## src/rtl/axis_shift_buffer_mc_if.sv

```systemverilog
// Stream bundle for the shift buffer: input-line-buffer side (s_axis) and
// convolution-engine side (m_axis). master = the buffer, slave = its neighbours.
interface axis_shift_buffer_mc_if #(
   parameter int DATA_WIDTH   = 16,
   parameter int UNITS        = 8,
   parameter int CHANNELS     = 2,
   parameter int KERNEL_H_MAX = 5,
   parameter int TUSER_WIDTH  = 4
);
   localparam int IN_ROWS = UNITS + KERNEL_H_MAX - 1;

   logic [CHANNELS*IN_ROWS*DATA_WIDTH-1:0] s_axis_tdata;
   logic                                   s_axis_tvalid;
   logic                                   s_axis_tready;
   logic [CHANNELS*UNITS*DATA_WIDTH-1:0]   m_axis_tdata;
   logic                                   m_axis_tvalid;
   logic                                   m_axis_tready;
   logic                                   m_axis_tlast;
   logic [TUSER_WIDTH-1:0]                 m_axis_tuser;

   modport master (
      input  s_axis_tdata, s_axis_tvalid, m_axis_tready,
      output s_axis_tready, m_axis_tdata, m_axis_tvalid, m_axis_tlast, m_axis_tuser
   );

   modport slave (
      output s_axis_tdata, s_axis_tvalid, m_axis_tready,
      input  s_axis_tready, m_axis_tdata, m_axis_tvalid, m_axis_tlast, m_axis_tuser
   );
endinterface

```

## src/rtl/axis_shift_buffer_mc.sv

```systemverilog
// Multi-channel shift buffer: each input beat of IN_ROWS words per channel is
// replayed as kernel_h_1+1 windows of UNITS rows, with cin/col/block sequencing.
module axis_shift_buffer_mc #(
   parameter int DATA_WIDTH   = 16,
   parameter int UNITS        = 8,
   parameter int CHANNELS     = 2,
   parameter int KERNEL_H_MAX = 5,
   parameter int KERNEL_W_MAX = 5,
   parameter int CIN_WIDTH    = 5,
   parameter int COLS_WIDTH   = 10,
   parameter int BLOCKS_WIDTH = 8,
   parameter int TUSER_WIDTH  = 4,
   localparam int KH_W        = $clog2(KERNEL_H_MAX + 1),
   localparam int KW_W        = $clog2(KERNEL_W_MAX + 1)
) (
   input  logic                    aclk,
   input  logic                    areset,
   input  logic                    start,
   input  logic [KH_W-1:0]         kernel_h_1_in,
   input  logic [KW_W-1:0]         kernel_w_1_in,
   input  logic [CIN_WIDTH-1:0]    cin_1,
   input  logic [COLS_WIDTH-1:0]   cols_1,
   input  logic [BLOCKS_WIDTH-1:0] blocks_1,
   axis_shift_buffer_mc_if.master  axis,
   output logic [KH_W-1:0]         kernel_h_1_out,
   output logic [KW_W-1:0]         kernel_w_1_out,
   output logic                    busy,
   output logic                    done
);
   localparam int IN_ROWS = UNITS + KERNEL_H_MAX - 1;
   localparam int IN_W    = CHANNELS * IN_ROWS * DATA_WIDTH;
   localparam int OUT_W   = CHANNELS * UNITS * DATA_WIDTH;
   localparam logic [KH_W-1:0] KH_MAX_1 = KH_W'(KERNEL_H_MAX - 1);

   typedef enum logic [1:0] {S_IDLE, S_RUN, S_FLUSH} state_t;

   state_t                  r_state;
   logic [IN_W-1:0]         r_hold;
   logic                    r_vld;
   logic [KH_W-1:0]         r_shift;
   logic [KH_W-1:0]         r_kh;
   logic [KW_W-1:0]         r_kw;
   logic [CIN_WIDTH-1:0]    r_cin_1, r_cin, r_icin;
   logic [COLS_WIDTH-1:0]   r_cols_1, r_col, r_icol;
   logic [BLOCKS_WIDTH-1:0] r_blocks_1, r_blk, r_iblk;
   logic                    r_done;

   logic                    w_m_hs, w_wrap, w_s_rdy, w_s_hs, w_in_last;
   logic [OUT_W-1:0]        w_win;
   logic [TUSER_WIDTH-1:0]  w_user;

   assign w_m_hs    = r_vld & axis.m_axis_tready;
   assign w_wrap    = (r_shift == r_kh);
   // Reload in the same cycle the last shift beat leaves, so no bubble appears.
   assign w_s_rdy   = (r_state == S_RUN) && (!r_vld || (w_m_hs && w_wrap));
   assign w_s_hs    = w_s_rdy & axis.s_axis_tvalid;
   assign w_in_last = (r_icin == r_cin_1) && (r_icol == r_cols_1) && (r_iblk == r_blocks_1);

   always_comb begin
      w_win = '0;
      for (int unsigned c = 0; c < CHANNELS; c++) begin
         for (int unsigned u = 0; u < UNITS; u++) begin
            w_win[(c*UNITS + u)*DATA_WIDTH +: DATA_WIDTH] =
               r_hold[(c*IN_ROWS + u + 32'(r_shift))*DATA_WIDTH +: DATA_WIDTH];
         end
      end
   end

   always_comb begin
      w_user    = '0;
      w_user[0] = r_vld && (r_shift == '0) && (r_cin == '0);
      w_user[1] = r_vld && (r_cin == r_cin_1);
      w_user[2] = r_vld && w_wrap;
      w_user[3] = r_vld && (r_col == r_cols_1);
   end

   always_ff @(posedge aclk) begin
      if (areset) begin
         r_state    <= S_IDLE;
         r_hold     <= '0;
         r_vld      <= 1'b0;
         r_shift    <= '0;
         r_kh       <= '0;
         r_kw       <= '0;
         r_cin_1    <= '0;
         r_cols_1   <= '0;
         r_blocks_1 <= '0;
         r_cin      <= '0;
         r_col      <= '0;
         r_blk      <= '0;
         r_icin     <= '0;
         r_icol     <= '0;
         r_iblk     <= '0;
         r_done     <= 1'b0;
      end else begin
         r_done <= 1'b0;
         unique case (r_state)
            S_IDLE: begin
               if (start) begin
                  r_kh       <= (kernel_h_1_in > KH_MAX_1) ? KH_MAX_1 : kernel_h_1_in;
                  r_kw       <= kernel_w_1_in;
                  r_cin_1    <= cin_1;
                  r_cols_1   <= cols_1;
                  r_blocks_1 <= blocks_1;
                  r_cin      <= '0;
                  r_col      <= '0;
                  r_blk      <= '0;
                  r_icin     <= '0;
                  r_icol     <= '0;
                  r_iblk     <= '0;
                  r_shift    <= '0;
                  r_vld      <= 1'b0;
                  r_state    <= S_RUN;
               end
            end
            default: begin
               if (w_m_hs) begin
                  if (w_wrap) begin
                     r_shift <= '0;
                     r_vld   <= 1'b0;
                     if (r_cin == r_cin_1) begin
                        r_cin <= '0;
                        if (r_col == r_cols_1) begin
                           r_col <= '0;
                           r_blk <= r_blk + 1'b1;
                        end else begin
                           r_col <= r_col + 1'b1;
                        end
                     end else begin
                        r_cin <= r_cin + 1'b1;
                     end
                     // Only the final beat is in flight once FLUSH is entered.
                     if (r_state == S_FLUSH) begin
                        r_state <= S_IDLE;
                        r_done  <= 1'b1;
                     end
                  end else begin
                     r_shift <= r_shift + 1'b1;
                  end
               end
               if (w_s_hs) begin
                  r_hold  <= axis.s_axis_tdata;
                  r_vld   <= 1'b1;
                  r_shift <= '0;
                  if (r_icin == r_cin_1) begin
                     r_icin <= '0;
                     if (r_icol == r_cols_1) begin
                        r_icol <= '0;
                        r_iblk <= r_iblk + 1'b1;
                     end else begin
                        r_icol <= r_icol + 1'b1;
                     end
                  end else begin
                     r_icin <= r_icin + 1'b1;
                  end
                  if (w_in_last) r_state <= S_FLUSH;
               end
            end
         endcase
      end
   end

   assign axis.s_axis_tready = w_s_rdy;
   assign axis.m_axis_tdata  = w_win;
   assign axis.m_axis_tvalid = r_vld;
   assign axis.m_axis_tuser  = w_user;
   assign axis.m_axis_tlast  = r_vld && w_wrap && (r_cin == r_cin_1);
   assign kernel_h_1_out     = r_kh;
   assign kernel_w_1_out     = r_kw;
   assign busy               = (r_state != S_IDLE);
   assign done               = r_done;
endmodule

```

## src/flat_wrapper.sv

```systemverilog
// flat-port wrapper written by rule: the top's interface ports become plain ports
module axis_shift_buffer_mc_flat 
#(
   parameter int DATA_WIDTH   = 16,
   parameter int UNITS        = 8,
   parameter int CHANNELS     = 2,
   parameter int KERNEL_H_MAX = 5,
   parameter int KERNEL_W_MAX = 5,
   parameter int CIN_WIDTH    = 5,
   parameter int COLS_WIDTH   = 10,
   parameter int BLOCKS_WIDTH = 8,
   parameter int TUSER_WIDTH  = 4,
   localparam int KH_W        = $clog2(KERNEL_H_MAX + 1),
   localparam int KW_W        = $clog2(KERNEL_W_MAX + 1)
)
  (aclk, areset, start, kernel_h_1_in, kernel_w_1_in, cin_1, cols_1, blocks_1, kernel_h_1_out, kernel_w_1_out, busy, done, axis_s_axis_tdata, axis_s_axis_tvalid, axis_m_axis_tready, axis_s_axis_tready, axis_m_axis_tdata, axis_m_axis_tvalid, axis_m_axis_tlast, axis_m_axis_tuser);
  axis_shift_buffer_mc_if #(.DATA_WIDTH(DATA_WIDTH), .UNITS(UNITS), .CHANNELS(CHANNELS), .KERNEL_H_MAX(KERNEL_H_MAX), .TUSER_WIDTH(TUSER_WIDTH)) axis_i ();
  input  logic aclk;
  input  logic areset;
  input  logic start;
  input  logic [KH_W-1:0] kernel_h_1_in;
  input  logic [KW_W-1:0] kernel_w_1_in;
  input  logic [CIN_WIDTH-1:0] cin_1;
  input  logic [COLS_WIDTH-1:0] cols_1;
  input  logic [BLOCKS_WIDTH-1:0] blocks_1;
  output logic [KH_W-1:0] kernel_h_1_out;
  output logic [KW_W-1:0] kernel_w_1_out;
  output logic busy;
  output logic done;
  input wire logic [$bits(axis_i.s_axis_tdata)-1:0] axis_s_axis_tdata;
  input wire logic [$bits(axis_i.s_axis_tvalid)-1:0] axis_s_axis_tvalid;
  input wire logic [$bits(axis_i.m_axis_tready)-1:0] axis_m_axis_tready;
  output wire logic [$bits(axis_i.s_axis_tready)-1:0] axis_s_axis_tready;
  output wire logic [$bits(axis_i.m_axis_tdata)-1:0] axis_m_axis_tdata;
  output wire logic [$bits(axis_i.m_axis_tvalid)-1:0] axis_m_axis_tvalid;
  output wire logic [$bits(axis_i.m_axis_tlast)-1:0] axis_m_axis_tlast;
  output wire logic [$bits(axis_i.m_axis_tuser)-1:0] axis_m_axis_tuser;
  assign axis_i.s_axis_tdata = axis_s_axis_tdata;
  assign axis_i.s_axis_tvalid = axis_s_axis_tvalid;
  assign axis_i.m_axis_tready = axis_m_axis_tready;
  assign axis_s_axis_tready = axis_i.s_axis_tready;
  assign axis_m_axis_tdata = axis_i.m_axis_tdata;
  assign axis_m_axis_tvalid = axis_i.m_axis_tvalid;
  assign axis_m_axis_tlast = axis_i.m_axis_tlast;
  assign axis_m_axis_tuser = axis_i.m_axis_tuser;
  axis_shift_buffer_mc #(.DATA_WIDTH(DATA_WIDTH), .UNITS(UNITS), .CHANNELS(CHANNELS), .KERNEL_H_MAX(KERNEL_H_MAX), .KERNEL_W_MAX(KERNEL_W_MAX), .CIN_WIDTH(CIN_WIDTH), .COLS_WIDTH(COLS_WIDTH), .BLOCKS_WIDTH(BLOCKS_WIDTH), .TUSER_WIDTH(TUSER_WIDTH)) u_core (.aclk(aclk), .areset(areset), .start(start), .kernel_h_1_in(kernel_h_1_in), .kernel_w_1_in(kernel_w_1_in), .cin_1(cin_1), .cols_1(cols_1), .blocks_1(blocks_1), .axis(axis_i), .kernel_h_1_out(kernel_h_1_out), .kernel_w_1_out(kernel_w_1_out), .busy(busy), .done(done));
endmodule
```

## config.mk

```make
export PLATFORM = sky130hd
export DESIGN_NAME = axis_shift_buffer_mc_flat
export DESIGN_NICKNAME = d
export VERILOG_FILES = /design/src/rtl/axis_shift_buffer_mc_if.sv /design/src/rtl/axis_shift_buffer_mc.sv /design/src/flat_wrapper.sv
export SDC_FILE = /design/constraint.sdc
export NUM_CORES = 2
export LEC_CHECK = 0
export BUFFER_PORTS_ARGS = -buffer_cell sky130_fd_sc_hd__clkbuf_2
export CAP_MARGIN = 20
export CELL_PAD_IN_SITES_DETAIL_PLACEMENT = 0
export CELL_PAD_IN_SITES_GLOBAL_PLACEMENT = 1
export CORE_MARGIN = 2
export CORE_UTILIZATION = 35
export DETAILED_ROUTE_END_ITERATION = 7
export PLACE_DENSITY = 0.78
export SETUP_SLACK_MARGIN = 0.5
export SYNTH_ARGS = -nofsm -noshare
export SYNTH_HDL_FRONTEND = slang
export SYNTH_SLANG_ARGS = --single-unit
export TNS_END_PERCENT = 100
```

## constraint.sdc

```tcl
create_clock -name aclk -period 2.2 [get_ports aclk]
set_input_delay 0.11 -clock aclk [delete_from_list [all_inputs] [get_ports aclk]]
set_output_delay 0.11 -clock aclk [all_outputs]
set_load 0.01 [all_outputs]
```

==> key figures <==
STA
  • Hold Vio Cnt, Final: 0
  • Fin. max-slew vios: 0
  • Layout Skew: 15.6 ps
  • Final min period: 2680 ps
  • Final setup vio count: 672
  • Max frequency: 373 MHz
  • Fin worst setup slack: -478 ps
  • RSZ-0062 raised after global routing: yes
  • Final worst path period share: 122%
  • Worst slew pin tran: 895 ps
  • Max_slew headroom: 40.4%
  • Worst hold slack: 63.9 ps
  • Setup TNS: -155590 ps

Logic synthesis
  • Asr flop ratio synth: 0%
  • Yosys cell types: 45
  • Yosys reg bits: 458
  • Syn_area_per_cell: 7.29 um2
  • Seq/Total Area, Yosys: 34.0%
  • Syn Nets: 4124
  • Number of synthesized flops with an enable pin: 0
  • Syn Inst Count: 3698
  • Yosys top cell by area: dfxtp_1
  • Post-synth top flop: dfxtp_1
  • Yosys warns: 0
  • Post-Synthesis Cell Area: 0.0270 mm2
  • Yosys top cell area share: 34.0%
  • Dominant cells by area after synthesis: dfxtp_1 34%, nand2_1 16%, a21oi_1 11%

Drt
  • Post-DR vias/cell: 5.66
  • DR iter-0 viols: 3719
  • Routed WL per cell: 26.6 um
  • ANT nets after route: 0
  • Final WL: 163000 um
  • Via count: 34607
  • Residual DRC: 0
  • TritonRoute pass-1 iters: 5

Final layout
  • Fin nets: 5459
  • Layout cells sized above 1: 38.7%
  • Commonest non-fill, non-tap cell in the layout: nand2_1
  • Filler instances: 6572
  • Most frequent cells in the layout: 1129 x nand2_1, 536 x clkbuf_2, 485 x a21oi_1
  • Synth-to-layout area growth: 76.0%
  • Finished Layout Cells: 6113

Placed design
  • Number of port buffers: 688
  • DP Cell Count: 5398
  • DP Wirelength: 114000 um
  • Pre-CTS WS: -209 ps
  • Gp weighted congestion: 1.02

Min path
  • Worst hold path class: input port to flop
  • Hold path cells: 5
  • Hold path start: axis_m_axis_tready
  • Hold EP: u_core.r_shift[1]

Run status
  • Status: finished with violations
  • Failing checks: negative setup slack

Clocking
  • Root Buffer: clkbuf_16
  • Clock Latency Late Sink: 640 ps
  • Clock transition at the registers of the reported paths: 60 ps
  • CTS Buf Count: 54
  • Clock sinks: 458
  • CTS tree: built
  • CTS H-tree depth: 2
  • Maximum clock path buffer count: 3

Job
  • MaxCap Viol Count: 0

Global routing
  • First-pass GRT wire length: 216000 um
  • GRT Total Usage: 37.3%
  • Vias in the first global route: 32121
  • Grt total ovfl: 0
  • Initial antenna violation count: 9
  • Pin count of the biggest net entering global routing: 135

Setup path
  • Worst Reg-to-Reg Cells: 11
  • CP Max Fanout: 7
  • R2r endpoint: u_core.r_hold[239]
  • WP buf/inv: 5
  • Reg2reg start: u_core.r_shift[1]
  • Crit path arrival time: 2570 ps
  • Required @ worst endpoint: 2090 ps
  • Largest stage delay on the critical path: 400 ps
  • Worst R2R Setup Slack: -310 ps
  • CP max stage cell: dfxtp_4
  • Worst path cell trace: buf_6 > buf_12 > buf_16 > buf_8 > mux2_4 > o211ai_1 > o21ai_1 > buf_2
  • Crit start category: flop
  • Largest delay share family, worst path: buffers and inverters
  • CP endpoint kind: primary output
  • CP Class: flop to primary output

Floorplanning
  • Die H: 282 um
  • Die W: 282 um
  • Die Area: 0.0793 mm2
  • Initial Utilization: 35.4%
  • Row Count: 101
  • I/O pins: 689
  • Core ar.: 0.0761 mm2

Power
  • Maximum vdd drop: 594 uV
  • Pwr per Cell Area: 580 mW/mm2
  • Pleak: 18.9 nW
kinds of logic after synthesis:
| logic type | Yosys count | synth area share (%) |
|---|---|---|
| compound gates | 895 | 17.2 |
| xor+xnor | 61 | 1.98 |
| fa+ha+maj | 8 | 0.371 |
| buf+inv | 322 | 4.61 |
| flops | 458 | 34.0 |
| mux | 453 | 20.1 |
| simple gates | 1501 | 21.7 |
per-stage QoR:
step | utilization, % | area (um2) | power [mW]
3_5_place_dp | 44.0 | 33500 | 14.8
6_report | 62.4 | 47500 | 27.5
4_1_cts | 55.9 | 42600 | 26.1
5_1_grt | 62.4 | 47500 | 28.2
3_3_place_gp | 44.0 | 33500 | 14.8
2_1_floorplan | - | 27100 | 11.7
worst reg2reg max path: cells and delay by family, from the launching register on:
family | cells | cell delay [ps]
DFF | 1 | 380
xor gates and xnor gates | 1 | 190
AOI/OAI and AO/OA | 2 | 540
buffers and inverters | 6 | 960
and+or+nand+nor | 2 | 350
Yosys cell counts, drive strengths merged (30+ instances only):
library cell,instances
o21ai,211
clkbuf,216
nand2,1184
xor2,31
nand3,34
mux2i,278
mux2,117
a21oi,618
xnor2,30
buf,91
nor2,213
mux4,58
dfxtp,458
how the worst max path moves through the flow:
stage | start | endpoint | slack (ps) | cells past startpoint
2_1_floorplan | u_core.r_shift[1] | u_core.r_icol[2] | 10 | 8
3_3_place_gp | u_core.r_shift[1] | axis_m_axis_tdata[5] | -190 | 8
3_5_place_dp | u_core.r_shift[1] | axis_m_axis_tdata[5] | -210 | 8
4_1_cts | u_core.r_shift[1] | axis_m_axis_tdata[5] | -510 | 9
5_1_grt | u_core.r_shift[1] | axis_m_axis_tdata[83] | -520 | 12
6_report | u_core.r_shift[1] | axis_m_axis_tdata[87] | -480 | 8
layout make-up:
class,instances,area (um2),share of cell area [%]
multi-input combinational,2918,20200,42.6
timing repair buffer,1586,14700,31.0
sequential,458,9180,19.3
clock buffer,67,1490,3.14
tap,1030,1290,2.72
clock inverter,33,483,1.02
inverter,15,71.3,0.150
antenna,6,15.0,0.0316
what timing repair did:
item	4_1_cts	5_1_grt
endpoints found under the hold margin	427	0
buffers inserted	58	71
setup endpoints to repair	691	693
cloned	27	37
resized for setup	471	926
pin swaps	37	130
hold buffers	416	0
flip-flops by register name (all words and copies together), names as in the netlist:
signal / flops
u_core.r_cin: 5
u_core.r_hold: 384
u_core.r_col: 10
u_core.r_blocks_1: 8
u_core.done: 1
u_core.r_cin_1: 5
u_core.r_icin: 5
u_core.kernel_w_1_out: 3
u_core.axis.m_axis_tvalid: 1
u_core.r_icol: 10
u_core.r_shift: 3
u_core.kernel_h_1_out: 3
u_core.r_state: 2
u_core.r_cols_1: 10
u_core.r_iblk: 8
per-layer routing:
metal  global-route usage [%]  share of wire [%]  routed length (um)  vias to the layer above
met4                     25.7                8.4               13700                        6
met3                     6.21                8.5               13800                      558
met2                     62.1                 46               75600                     2083
met1                     44.0                 37               59700                    16649
met5                        0              0.021                  34                        -
li1                         -                  -                   -                    15311
where the power goes:
part | total, mW | switching, mW | internal (mW) | leakage (nW)
Clock | 10.2 | 4.14 | 6.10 | 0.963
Sequential | 9.24 | 0.596 | 8.64 | 3.72
Combinational | 8.05 | 4.30 | 3.75 | 14.2
Note: power is estimated with default switching activity, not from simulation.
